--- src/rtl/count_job_scheduler.sv ---
// rtl/count_job_scheduler.sv - query FIFO and launch/collect scheduler for the count engine
//
// Ports:
//   clk, reset        single clock, synchronous active-high reset (shared with the engine)
//   q_valid/q_ready   query submit handshake, q_x carries the target value
//   r_valid/r_ready   result handshake, r_x echoes the query, r_freq is the engine count
//   eng_x/eng_go      drive the engine's x and go pins
//   eng_done/eng_freq engine completion flag and count
//   busy              a job is in flight or queries are waiting
//   pending           queued queries, not counting the one in flight

module count_job_scheduler #(
  parameter int SIZE  = 8,
  parameter int DEPTH = 4
) (
  input  logic                   clk,
  input  logic                   reset,
  input  logic                   q_valid,
  output logic                   q_ready,
  input  logic [SIZE-1:0]        q_x,
  output logic                   r_valid,
  input  logic                   r_ready,
  output logic [SIZE-1:0]        r_x,
  output logic [SIZE-1:0]        r_freq,
  output logic [SIZE-1:0]        eng_x,
  output logic                   eng_go,
  input  logic                   eng_done,
  input  logic [SIZE-1:0]        eng_freq,
  output logic                   busy,
  output logic [$clog2(DEPTH):0] pending
);

  localparam int PW = $clog2(DEPTH);
  localparam int CW = PW + 1;
  localparam logic [CW-1:0] FULL = CW'(DEPTH);

  localparam logic [1:0] IDLE   = 2'd0;
  localparam logic [1:0] RUN    = 2'd1;
  localparam logic [1:0] RESULT = 2'd2;

  logic [1:0]      state;
  logic [SIZE-1:0] mem [DEPTH];
  logic [PW-1:0]   wr_ptr;
  logic [PW-1:0]   rd_ptr;
  logic [CW-1:0]   count;
  logic            push;
  logic            launch;

  // q_ready looks only at the registered count, so a full FIFO never
  // accepts in the same cycle that a launch frees a slot.
  assign q_ready = (count < FULL);
  assign push    = q_valid && q_ready;

  // A done level left over from the previous job holds off the next launch.
  assign launch  = (state == IDLE) && (count != '0) && !eng_done;

  assign pending = count;
  assign busy    = (state != IDLE) || (count != '0);

  always_ff @(posedge clk) begin
    if (push) begin
      mem[wr_ptr] <= q_x;
    end
  end

  always_ff @(posedge clk) begin
    if (reset) begin
      wr_ptr <= '0;
      rd_ptr <= '0;
      count  <= '0;
    end else begin
      if (push) begin
        wr_ptr <= wr_ptr + 1'b1;
      end
      if (launch) begin
        rd_ptr <= rd_ptr + 1'b1;
      end
      case ({push, launch})
        2'b10:   count <= count + 1'b1;
        2'b01:   count <= count - 1'b1;
        default: count <= count;
      endcase
    end
  end

  always_ff @(posedge clk) begin
    if (reset) begin
      state   <= IDLE;
      eng_x   <= '0;
      eng_go  <= 1'b0;
      r_valid <= 1'b0;
      r_x     <= '0;
      r_freq  <= '0;
    end else begin
      case (state)
        IDLE: begin
          if (launch) begin
            eng_x  <= mem[rd_ptr];
            eng_go <= 1'b1;
            state  <= RUN;
          end
        end
        RUN: begin
          if (eng_done) begin
            r_x     <= eng_x;
            r_freq  <= eng_freq;
            eng_go  <= 1'b0;
            r_valid <= 1'b1;
            state   <= RESULT;
          end
        end
        RESULT: begin
          // The result is held until taken; no new job starts meanwhile.
          if (r_ready) begin
            r_valid <= 1'b0;
            state   <= IDLE;
          end
        end
        default: begin
          eng_go  <= 1'b0;
          r_valid <= 1'b0;
          state   <= IDLE;
        end
      endcase
    end
  end

endmodule

--- config.mk ---
export PLATFORM = sky130hd
export DESIGN_NAME = count_job_scheduler
export DESIGN_NICKNAME = d
export VERILOG_FILES = /design/src/rtl/count_job_scheduler.sv
export SDC_FILE = /design/constraint.sdc
export NUM_CORES = 1
export LEC_CHECK = 0
export BUFFER_PORTS_ARGS = -buffer_cell sky130_fd_sc_hd__buf_4
export CELL_PAD_IN_SITES_DETAIL_PLACEMENT = 1
export CELL_PAD_IN_SITES_GLOBAL_PLACEMENT = 1
export CORE_AREA = 2 2 82 84
export DETAILED_ROUTE_END_ITERATION = 7
export DIE_AREA = 0 0 84 86
export GPL_TIMING_DRIVEN = 0
export PLACE_DENSITY = 0.85
export SLEW_MARGIN = 20
export SYNTH_ARGS = -nofsm -noshare
export SYNTH_HDL_FRONTEND = slang
export SYNTH_SLANG_ARGS = --single-unit
--- constraint.sdc ---
create_clock -name clk -period 3.2 [get_ports clk]
set_input_delay 0.64 -clock clk [delete_from_list [all_inputs] [get_ports clk]]
set_output_delay 0.64 -clock clk [all_outputs]
set_load 0.005 [all_outputs]
; ---- Word-level counts from Yosys, hierarchy flattened
; Memory sizes are Yosys's and may differ from the RTL's. A register that Yosys moved wholly into a read port is not among the register bits.
; Cells that the tools add are included.
[classes]
n_addsub = 4
n_lt_le_gt_ge = 1
eq_ne = 7
mux = 13
n_bitwise = 2
reduce_logical = 14
[ops]
columns = op, n
row1 = AND reduction 3 bit, 3
row2 = 2-to-1 mux 1 bit, 6
row3 = 2-to-1 mux 2 bit, 3
row4 = inequality test 2 bit (second input constant), 3
row5 = one-hot mux 1 bit (3 select lines), 2
row6 = one-hot mux 2 bit (3 select lines), 1
row7 = one-hot mux 3 bit (2 select lines), 1
row8 = adder 2 x 1 -> 2 bit (second input constant), 2
row9 = equality test 2 x 1 -> 1 bit (second input constant), 2
row10 = equality test 2 bit (second input constant), 2
row11 = AND reduction 2 bit, 2
row12 = nonzero test 2 bit, 2
row13 = adder 3 x 1 -> 3 bit (second input constant), 1
row14 = logical AND 1 bit, 3
row15 = less-than comparator 3 bit (second input constant), 1
row16 = nonzero test 3 bit, 1
row17 = subtractor 3 x 1 -> 3 bit (second input constant), 1
row18 = logical NOT 2 bit, 1
row19 = NOT 1 bit, 2
row20 = logical NOT 1 bit, 1
row21 = logical OR 1 bit, 1
[totals]
register_bits = 27
ramBits = 32
in_bits = 21
out_inout_bits = 31
elab_cells = 50
memories = 1
[mem_list]
columns = name, depth, word_bits, read_ports, rd_ports_with_merged_regs, write_ports, line
row1 = mem, 4, 8, 1, 1, 1, 42  ; logic [SIZE-1:0] mem [DEPTH];

; ---- Logic depth before layout (Yosys ltp)
; Gate-level depths: netlist (run 1).
[logic_depth]
depth_word = 5
depth_mapped = 10
depth_no_buf = 8

; ---- Worst setup path after synthesis (run 1)
; No wires, ideal clock.
[synth_path]
path_kind = input port to flip-flop
startpoint = in eng_done
endpoint = reg count[2], in the netlist pending[2]
setup_time_ns = 0.070
arrival_time_ns = 2.503
required_time_ns = 3.130
setup_slack_ns = 0.627
stages = 10
cell_sequence = clkbuf_1 > or3_1 > clkbuf_2 > nor2_2 > ha_1 > inv_1 > fa_1 > xor2_1 > or3_1 > a21oi_1
[synth_between]
elab_chain_cells = 4
[synth_lines]
columns = item, line
row1 = "start, declared", 27  ; input logic eng_done,
row2 = logical NOT 1 bit (*), 55  ; assign launch = (state == IDLE) && (count != '0) && !eng_done;
row3 = logical AND 1 bit (*), 55
row4 = net launch, 47  ; logic launch;
row5 = equality test 2 x 1 -> 1 bit or equality test 2 bit (tied branches), 78  ; case ({push, launch})
row6 = one-hot mux 3 bit (2 select lines) or nonzero test 2 bit (tied branches), n/a
row7 = "end signal, assigned", 79  ; 2'b10: count <= count + 1'b1;
row8 = "end signal, assigned", 80  ; 2'b01: count <= count - 1'b1;
row9 = "end signal, assigned", 81  ; default: count <= count;
row10 = "end, declared", 45  ; logic [CW-1:0] count;
; The timed path passes the listed nets; every way through them passes the cells marked *.
; A chain may end at the register's enable or synchronous reset.

; ---- Worst setup path after layout (run 1)
[layout_path]
startpoint = reg state[1]
endpoint = reg count[2], in the netlist pending[2]
[layout_between]
elab_chain_cells = 5
[layout_lines]
columns = item, line
row1 = "start, declared", 41  ; logic [1:0] state;
row2 = "start signal, assigned", 88  ; state <= IDLE;
row3 = "start signal, assigned", 100  ; state <= RUN;
row4 = "start signal, assigned", 109  ; state <= RESULT;
row5 = logical NOT 2 bit (*), 55
row6 = logical AND 1 bit (*) (2 in series), 55
row7 = net launch, 47
row8 = equality test 2 x 1 -> 1 bit or equality test 2 bit (tied branches), 78
row9 = one-hot mux 3 bit (2 select lines) or nonzero test 2 bit (tied branches), n/a
; Marks and branches as above.

==> qor.yml, run 1 <==
placement:
  place_congestion: 0.743
  post-dp-hpwl_um: 4390
  buffer_ports.inserted: 49
  worst_slack_after_detailed_placement_ps: 343
  place.detailed.instances: 347
synthesis:
  leading_post_synthesis_cells_by_cell_area: "sky130_fd_sc_hd__edfxtp_1, sky130_fd_sc_hd__dfxtp_1, sky130_fd_sc_hd__mux4_2"
  synthDistinctLibCells: 33
  synth_cells: 221
  synth.ff_latch_count: 67
  netlist.top_cell.by_area: "sky130_fd_sc_hd__edfxtp_1"
  number_of_enable_type_register_cells_in_the_synthesized_netlist: 32
  yosys.area.top_type_share_pct: 36.7
  mean_instance_size_in_the_synthesized_netlist_um2: 11.9
  synthesis.nets: 248
  syn-cell-area_um2: 2620
  synth_top_flop_cell: "sky130_fd_sc_hd__dfxtp_1"
  synth-async-reset-ratio_pct: 0
  yosysWarnings: 0
  synth_sequential_area_ratio_pct: 63.4
timing:
  fin_tns_setup_ps: 0
  finalWorstSetupSlack_ps: 680
  report.final.hold_viol_count: 0
  timing.final.crit_period_ps: 2520
  fin_hold_ws_ps: 456
  timing.max_slew.rel_slack_pct: 59.6
  fmax_mhz: 397
  share_of_the_clock_period_used_by_the_worst_path_pct: 78.7
  worst_pin_slew_ps: 603
  grt_setup_unrepaired: "no"
  clock_skew_ps: 5.74
  number_of_setup_violations_in_the_final_report: 0
  slew_viol_final: 0
power_and_ir_drop:
  power.leakage_nw: 1.22
  finalPower_mw: 2.46
  pwr_density_cell_nw_per_um2: 750
  power.ir.vdd_worst_mv: 0.360
detailed_routing:
  vias_per_cell: 5.07
  remaining_drc_errors: 0
  route.detailed.wl_per_inst_um: 16.4
  postRouteAntennaNets: 0
  detailroute.via_count: 1834
  firstDrtPassIters: 4
  drt-initial-drc-count: 46
  drt-total-wl_um: 5950
die:
  die-area_um2: 7220
  std_cell_rows: 29
  initial_utilization_pct: 41.8
  floorplan.core_area_um2: 6280
  die_w_um: 84
  chipHeight_um: 86
  ios: 52
grt:
  number_of_global_route_vias_before_repair: 1976
  grt_remaining_overflow: 0
  grt_use_met3_pct: 3.75
  grt_antenna_before_repair: 0
  use_met2_pct: 32.4
  global_route_total_usage_across_every_layer_pct: 18.0
  busiest_layer: "met2"
  first_pass_grt_wire_length_um: 9880
  grt_start_max_net_pins: 13
  globalRouteMet1Util_pct: 20.1
cts:
  cts_hold_buffers: 0
  cts_buffers: 9
  root_buffer: "sky130_fd_sc_hd__clkbuf_8"
  postCtsSetupBuffers: 0
  insertion_delay_ps: 340
  cts_max_path_buffers: 2
  clk_pin_slew_worst_paths_ps: 70
  clock_tree_from_tritoncts: "yes"
  cts.sinks: 67
  htreeDepth: 3
  cts_resized: 0
finish:
  mostFrequentLayoutCells: "sky130_fd_sc_hd__buf_4, sky130_fd_sc_hd__dfxtp_1, sky130_fd_sc_hd__nand2_1, sky130_fd_sc_hd__edfxtp_1, sky130_fd_sc_hd__a21oi_1"
  finish.cell_count_without_fillers: 362
  number_of_nets_in_the_finished_design: 308
  syn_to_final_growth_pct: 25.0
  total_inserted_antenna_cells: 0
  post_route_cells_drive_above_1_share_pct: 29.1
  layout_commonest_cell: "sky130_fd_sc_hd__buf_4"
setup_path:
  cell_depth_of_the_worst_flop_to_flop_path: 10
  reg2reg_to: "pending[2]"
  reg_to_reg_setup_timing_slack_ps: 680
  end_kind: "register"
  timing_worst_setup_path_type: "register to register"
  crit_path_max_fanout: 10
  required_ps: 3470
  critPathArrivalTime_ps: 2790
  critical_path.reg2reg.startpoint: "state[1]"
  worst_setup_path_start_kind: "register"
worst_hold_path:
  holdPathEnd: "r_x[3]"
  hold-path-cell-count: 2
  hp-class: "register to register"
  hold_path_startpoint: "r_x[3]"
run_status:
  run_status: "finished, final reports clean"
run:
  cap_violations: 0
==> critical path, stage by stage (launching register included) <==
cell	delay (ps)
sky130_fd_sc_hd__dfxtp_1	300
sky130_fd_sc_hd__buf_2	160
sky130_fd_sc_hd__or3_1	370
sky130_fd_sc_hd__clkbuf_2	200
sky130_fd_sc_hd__nor2_2	160
sky130_fd_sc_hd__ha_1	210
sky130_fd_sc_hd__inv_1	60
sky130_fd_sc_hd__fa_1	380
sky130_fd_sc_hd__xor2_1	170
sky130_fd_sc_hd__or3_1	310
sky130_fd_sc_hd__a21oi_1	140
==> sequential cells by signal (all words and copies together), names as in the netlist, 2 cells and up <==
register,cells
r_x,8
r_freq,8
rd_ptr,2
wr_ptr,2
state,2
eng_x,8
pending,3
mem,32
==> worst max-delay path by stage <==
stage | startpoint | endpoint | slack (ps) | depth (start not counted)
4_1_cts | state[1] | pending[2] | 670 | 10
3_5_place_dp | eng_done | pending[2] | 340 | 10
5_1_grt | state[1] | pending[2] | 460 | 10
3_3_place_gp | eng_done | pending[2] | 420 | 10
2_1_floorplan | eng_done | pending[2] | 630 | 10
6_report | state[1] | pending[2] | 680 | 10
==> per-layer routing <==
| metal | vias to the layer above | part of all wire (%) | wire [um] |
|---|---|---|---|
| li1 | 897 | - | - |
| met4 | 0 | 2.5 | 146 |
| met1 | 880 | 42 | 2490 |
| met5 | - | 0 | 0 |
| met2 | 43 | 52 | 3070 |
| met3 | 14 | 4.2 | 248 |
==> power by group <==
| part | switching (mW) | internal, mW |
|---|---|---|
| Sequential | 0.0809 | 1.02 |
| Combinational | 0.360 | 0.314 |
| Clock | 0.324 | 0.356 |
==> through the flow <==
stage                     instance area, um^2  utilization, %
after floorplan                          2620               -
after global placement                   3090            49.2
after detailed placement                 3090            49.2
after CTS                                3280            52.2
after global routing                     3280            52.2
final                                    3280            52.2
==> final cells by class <==
type | instances | area, um^2
timing repair buffer | 49 | 368
clock buffer | 9 | 124
clock inverter | 6 | 67.6
buffer | 16 | 80.1
fill | 681 | 3000
tap | 77 | 96.3
sequential | 67 | 1660
multi-input combinational | 129 | 846
inverter | 9 | 33.8
==> cell usage after synthesis (all sizes together) (2+ instances only) <==
master  count
xor2        2
o21ai      12
a21oi      29
nand2      32
nor2       11
and2        4
clkbuf     10
nor3        2
nand3       8
or3         5
ha          5
buf         6
mux4        8
dfxtp      35
edfxtp     32
inv         9
==> kinds of logic after synthesis <==
logic type,count (synthesis),synth area share (%)
fa+ha+maj,6,3.15
xor+xnor,3,1.00
mux,9,7.26
flops,67,63.4
simple gates,66,11.7
compound gates,45,9.17
buf+inv,25,4.34
Note: power is estimated with default switching activity, not from simulation.
==> run 2, diff against run 1 <==
clock period = 2.43 ns   (was 3.2 ns; I/O delays follow)
==> run 2 against run 1 <==
Effect of this change: fmax grew 12%; sequential power grew 33%; flip-flop and latch count is the same; clock skew is essentially flat; cell area grew 1.0%; final cell count is the same; combinational power grew 39%; wire length grew 1.1%; global-route usage grew 0.23 points; highest routed layer unchanged.
==> qor.yml, run 2 (synthesis gave the netlist of run 1 again) <==
detailed_routing:
  drt-initial-drc-count: 65  # +41%
  dr_wl_met2_um: 3170  # +3.1%
  remaining_drc_errors: 0  # unchanged
  drt-total-wl_um: 6020  # +1.1%
  topRoutingLayerUsed: "met4"
  m1WireLength_um: 2460  # -0.97%
  postRouteAntennaNets: 0  # unchanged
  detailroute.via_count: 1856  # +1.2%
  met3WireLength_um: 244  # -1.6%
  firstDrtPassIters: 4  # unchanged
  vias_per_cell: 5.13  # +1.2%
  route.detailed.wl_per_inst_um: 16.6  # +1.1%
grt:
  grt_antenna_before_repair: 0  # unchanged
  grt_start_max_net_pins: 13  # unchanged
  first_pass_grt_wire_length_um: 9980  # +1.1%
  number_of_global_route_vias_before_repair: 2007  # +1.6%
  global_route_total_usage_across_every_layer_pct: 18.2  # +0.23 points
  grt_remaining_overflow: 0  # unchanged
die:
  floorplan.core_area_um2: 6280  # unchanged
  chipHeight_um: 86  # unchanged
  die_w_um: 84  # unchanged
  initial_utilization_pct: 41.8  # unchanged
  die-area_um2: 7220  # unchanged
  std_cell_rows: 29  # unchanged
  ios: 52  # unchanged
worst_hold_path:
  hold_path_startpoint: "q_x[6]"
  holdPathEnd: "mem[2][6]"
  hold-path-cell-count: 1  # -1
  hp-class: "primary input to register"
setup_path:
  crit_buf_inv: 1  # -2
  timing_worst_setup_path_type: "register to register"
  critPathMaxStageDelay_ps: 430  # +50 ps
  timing.critical_path.from: "state[1]"
  reg2reg_to: "pending[2]"
  timing.critical_path.cells: "or3_4 -> nor2_4 -> ha_4 -> inv_1 -> fa_2 -> xor2_1 -> or3_1 -> a21oi_2"
  end_kind: "register"
  cell_depth_of_the_worst_flop_to_flop_path: 8  # -2
  reg_to_reg_setup_timing_slack_ps: 190  # -490 ps
  crit_family: "simple AND/OR/NAND/NOR gates"
  crit_path_max_fanout: 9  # -1
  critPathArrivalTime_ps: 2520  # -270 ps
  critical_path.reg2reg.startpoint: "state[1]"
  worst_setup_path_start_kind: "register"
  critPathSlowestCell: "sky130_fd_sc_hd__or3_4"
  required_ps: 2710  # -760 ps
timing:
  worst_pin_slew_ps: 597  # -5.93 ps
  grt_setup_unrepaired: "no"
  fin_tns_setup_ps: 0  # unchanged
  timing.max_slew.rel_slack_pct: 60.0  # +0.40 points
  slew_viol_final: 0  # unchanged
  number_of_setup_violations_in_the_final_report: 0  # unchanged
  report.final.hold_viol_count: 0  # unchanged
  finalWorstSetupSlack_ps: 187  # -493 ps
  fin_hold_ws_ps: 338  # -117 ps
  fmax_mhz: 446  # +12%
  timing.final.crit_period_ps: 2240  # -277 ps
  clock_skew_ps: 5.50  # -0.239 ps
  share_of_the_clock_period_used_by_the_worst_path_pct: 92.3  # +14 points
cts:
  cts_buffers: 9  # unchanged
  clk_pin_slew_worst_paths_ps: 70  # about the same
  cts_hold_buffers: 0  # unchanged
  root_buffer: "sky130_fd_sc_hd__clkbuf_8"
  cts.sinks: 67  # unchanged
  cts_max_path_buffers: 2  # unchanged
  clock_tree_from_tritoncts: "yes"
  htreeDepth: 3  # unchanged
  insertion_delay_ps: 340  # about the same
finish:
  total_inserted_antenna_cells: 0  # unchanged
  largest_register: "mem"
  layout_commonest_cell: "sky130_fd_sc_hd__buf_4"
  post_route_cells_drive_above_1_share_pct: 30.5  # +1.4 points
  syn_to_final_growth_pct: 26.3
  mostFrequentLayoutCells: "sky130_fd_sc_hd__buf_4, sky130_fd_sc_hd__dfxtp_1, sky130_fd_sc_hd__nand2_1, sky130_fd_sc_hd__edfxtp_1, sky130_fd_sc_hd__a21oi_1"
  largest_register_ffs: 32  # unchanged
  seq_area_um2: 1660  # unchanged
  n_fill_cell: 676  # -0.73%
  number_of_nets_in_the_finished_design: 308  # unchanged
  multi_input_area_um2: 875  # +3.4%
power_and_ir_drop:
  pwr_density_cell_nw_per_um2: 993  # +32%
  finalPower_mw: 3.29  # +34%
  power.ir.vdd_worst_mv: 0.473  # +31%
  power.leakage_nw: 1.22  # about the same
placement:
  place_congestion: 0.743  # unchanged
  worst_slack_after_detailed_placement_ps: -273  # -616 ps
  post-dp-hpwl_um: 4390  # unchanged
  buffer_ports.inserted: 49  # unchanged
run_status:
  run_status: "finished, final reports clean"
run:
  cap_violations: 0  # unchanged
==> run 2: changes by cell type in the layout (fill, tap and decap cells not counted), sizes merged <==
cell / previous run / this run
buf: 55 / 57
clkbuf: 19 / 17
==> run 2: power breakdown <==
| part | internal, mW | switching (mW) |
|---|---|---|
| logic | 0.445 | 0.490 |
| clock network | 0.469 | 0.426 |
| registers | 1.35 | 0.110 |
==> run 2: area by class of cell <==
type / count / share of cell area, %
clock inverters: 6 / 2.04
repair buffers: 51 / 11.6
multi-input cells: 129 / 26.4
well taps: 77 / 2.91
clock buffers: 9 / 3.74
plain buffers: 14 / 2.12
flip-flops and latches: 67 / 50.2
inverters: 9 / 1.02
==> run 2: worst max-delay path by stage <==
stage | end | slack, ps | depth (start not counted)
floorplan | pending[2] | 10 | 10
global placement | pending[2] | -200 | 10
detailed placement | pending[2] | -270 | 10
CTS | pending[2] | 40 | 10
global route | pending[2] | 20 | 9
finish | pending[2] | 190 | 8
==> run 2: through the flow <==
stage | std cells | util (%) | instance area (um^2)
global placement | 347 | 49.2 | 3090
finish | 362 | 52.7 | 3310
detailed placement | 347 | 49.2 | 3090
global route | 362 | 52.7 | 3310
floorplan | 221 | - | 2620
CTS | 362 | 52.6 | 3300
==> run 2: repair_timing <==
action                     in CTS  in global routing
buffers inserted                0                  2
setup endpoints to repair       1                  1
pin swaps                       0                  3
cloned                          0                  0
gates resized for setup         6                  3
==> run 2: worst reg2reg max path, cell delays in order (launching register included) <==
cell and delay [ps]:
sky130_fd_sc_hd__dfxtp_1 400, sky130_fd_sc_hd__or3_4 430, sky130_fd_sc_hd__nor2_4 150, sky130_fd_sc_hd__ha_4 150, sky130_fd_sc_hd__inv_1 40, sky130_fd_sc_hd__fa_2 330
sky130_fd_sc_hd__xor2_1 160, sky130_fd_sc_hd__or3_1 390, sky130_fd_sc_hd__a21oi_2 130
==> run 2: per-layer routing <==
layer	vias to the layer above	GRT usage [%]
met4	0	9.38
li1	901	-
met2	46	33.2
met5	-	0
met1	896	20.2
met3	13	3.75
==> run 3, diff against run 2 <==
==> constraint.sdc (replaced) <==
create_clock -name clk -period 2.3 [get_ports clk]
set_input_delay 0.345 -clock clk [delete_from_list [all_inputs] [get_ports clk]]
set_output_delay 0.345 -clock clk [all_outputs]
set_load 0.005 [all_outputs]
==> run 3 against run 2 <==
Effect of this change: cell area up 2.2%; clock skew about the same; register-to-register slack worse by 99 ps; first-iteration DRC count up 12%; flip-flop and latch count unchanged; count of clock-buffer cells in the layout unchanged; non-clock buffer count up 5; worst hold slack worse by 140 ps; critical endpoint unchanged; largest cell class unchanged.
==> qor.yml, run 3 (synthesis gave the netlist of run 1 again) <==
placement:
  buffer_ports.inserted: 49  # unchanged
  place_congestion: 0.743  # unchanged
  placedInstanceArea_um2: 3090  # unchanged
  worst_slack_after_detailed_placement_ps: -262  # +11.0 ps
  post-dp-hpwl_um: 4390  # unchanged
detailed_routing:
  firstDrtPassIters: 6  # +2
  detailroute.via_count: 1873  # +0.92%
  route.detailed.wl_per_inst_um: 16.9  # +1.5%
  postRouteAntennaNets: 0  # unchanged
  vias_per_cell: 5.10  # -0.46%
  drt-initial-drc-count: 73  # +12%
  drt-total-wl_um: 6200  # +2.9%
  remaining_drc_errors: 0  # unchanged
power_and_ir_drop:
  power.leakage_nw: 1.26  # +3.3%
  comb_power_share_pct: 30.1  # +1.7 points
  finalPower_mw: 3.56  # +8.2%
  power.ir.vdd_worst_mv: 0.518  # +9.7%
  clock_power_share_pct: 26.5  # -0.7 points
  p_seq_share_pct: 43.4  # -0.9 points
  cell_internal_power_mw: 2.45  # +8.2%
  netSwitchingPower_mw: 1.11  # +8.1%
  pwr_density_cell_nw_per_um2: 1050  # +5.9%
  power_switching_share_pct: 31.2  # about the same
cts:
  insertion_delay_ps: 340  # about the same
  cts_buffers: 9  # unchanged
  cts_hold_buffers: 0  # unchanged
  htreeDepth: 3  # unchanged
  root_buffer: "sky130_fd_sc_hd__clkbuf_8"
  clk_pin_slew_worst_paths_ps: 70  # about the same
  cts_max_path_buffers: 2  # unchanged
  clock_tree_from_tritoncts: "yes"
  cts.sinks: 67  # unchanged
die:
  ios: 52  # unchanged
  die-area_um2: 7220  # unchanged
  initial_utilization_pct: 41.8  # unchanged
  chipHeight_um: 86  # unchanged
  std_cell_rows: 29  # unchanged
  floorplan.core_area_um2: 6280  # unchanged
  die_w_um: 84  # unchanged
timing:
  share_of_the_clock_period_used_by_the_worst_path_pct: 96.2  # +3.9 points
  fin_tns_setup_ps: 0  # unchanged
  grt_setup_unrepaired: "no"
  fmax_mhz: 452  # +1.4%
  timing.max_slew.rel_slack_pct: 61.1  # +1.1 points
  finalWorstSetupSlack_ps: 87.5  # -99.3 ps
  slew_viol_final: 0  # unchanged
  report.final.hold_viol_count: 0  # unchanged
  fin_hold_ws_ps: 201  # -137 ps
  timing.final.crit_period_ps: 2210  # -30.7 ps
  worst_pin_slew_ps: 580  # -17.0 ps
  clock_skew_ps: 5.37  # -0.129 ps
  number_of_setup_violations_in_the_final_report: 0  # unchanged
finish:
  layout_commonest_cell: "sky130_fd_sc_hd__buf_4"
  largest_register: "mem"
  post_route_cells_drive_above_1_share_pct: 33.8  # +3.3 points
  total_inserted_antenna_cells: 0  # unchanged
  final_cell_area_um2: 3380  # +2.2%
  largest_register_ffs: 32  # unchanged
  mostFrequentLayoutCells: "sky130_fd_sc_hd__buf_4, sky130_fd_sc_hd__dfxtp_1, sky130_fd_sc_hd__nand2_1, sky130_fd_sc_hd__edfxtp_1, sky130_fd_sc_hd__a21oi_1"
  number_of_nets_in_the_finished_design: 313  # +1.6%
  syn_to_final_growth_pct: 29.1
setup_path:
  timing_worst_setup_path_type: "register to register"
  end_kind: "register"
  timing.critical_path.from: "state[0]"
  critical_path.reg2reg.startpoint: "state[0]"
  crit_path_max_fanout: 2  # -7
  worst_setup_path_start_kind: "register"
  critPathArrivalTime_ps: 2480  # -40 ps
  required_ps: 2570  # -140 ps
grt:
  number_of_global_route_vias_before_repair: 2029  # +1.1%
  first_pass_grt_wire_length_um: 10200  # +2.0%
  grt_remaining_overflow: 0  # unchanged
  grt_antenna_before_repair: 0  # unchanged
  global_route_total_usage_across_every_layer_pct: 18.6  # +0.33 points
  grt_start_max_net_pins: 13  # unchanged
worst_hold_path:
  hold_path_startpoint: "q_x[6]"
  hp-class: "primary input to register"
run_status:
  run_status: "finished, final reports clean"
run:
  cap_violations: 0  # unchanged
run 3: stage by stage:
step / util (%) / cells
6_report: 53.9 / 367
5_1_grt: 53.9 / 367
4_1_cts: 53.4 / 365
3_5_place_dp: 49.2 / 347
3_3_place_gp: 49.2 / 347
2_1_floorplan: - / 221
run 3: worst paths after layout:
path / endpoint / slack (ps) / cells after the start
worst max-delay path: pending[2] / 90 / 9
worst min-delay path: mem[2][6] / 200 / 1
worst max register to register: pending[2] / 90 / 9
worst min register to register: r_x[3] / 460 / 2
run 3: cell type report:
cell class                 count  area [um^2]
inverter                       9         33.8
tap                           77         96.3
sequential                    67         1670
clock inverter                 6         67.6
clock buffer                   9          124
buffer                        14         85.1
timing repair buffer          56          420
multi-input combinational    129          887
fill                         670         2890
run 3: layer usage:
metal	track usage, %	vias up	share of wire, %
met5	0	-	0
met4	9.38	0	1.5
met3	3.75	8	4.4
met2	33.5	56	53
met1	20.9	905	41
li1	-	904	-
run 3: critical path, stage by stage (launching register included):
cell	delay (ps)
sky130_fd_sc_hd__dfxtp_4	350
sky130_fd_sc_hd__or3_4	380
sky130_fd_sc_hd__clkbuf_16	160
sky130_fd_sc_hd__nor2_4	110
sky130_fd_sc_hd__ha_4	150
sky130_fd_sc_hd__inv_2	40
sky130_fd_sc_hd__fa_2	340
sky130_fd_sc_hd__xor2_2	160
sky130_fd_sc_hd__or3_4	330
sky130_fd_sc_hd__a21oi_2	130
run 3: what timing repair did:
item | 4_1_cts | 5_1_grt
buffers inserted | 5 | 2
gates resized for setup | 13 | 6
setup endpoints to repair | 2 | 1
pin swaps | 7 | 7
run 3: power by group through the flow:
| stage | sequential (mW) | combinational, mW | clock [mW] |
|---|---|---|---|
| finish | 1.54 | 1.07 | 0.944 |
| global route | 1.56 | 1.18 | 1.01 |
| CTS | 1.55 | 1.04 | 0.966 |
| detailed placement | 1.57 | 0.958 | 0 |
| global placement | 1.55 | 0.901 | 0 |
| floorplan | 1.54 | 0.583 | 0 |
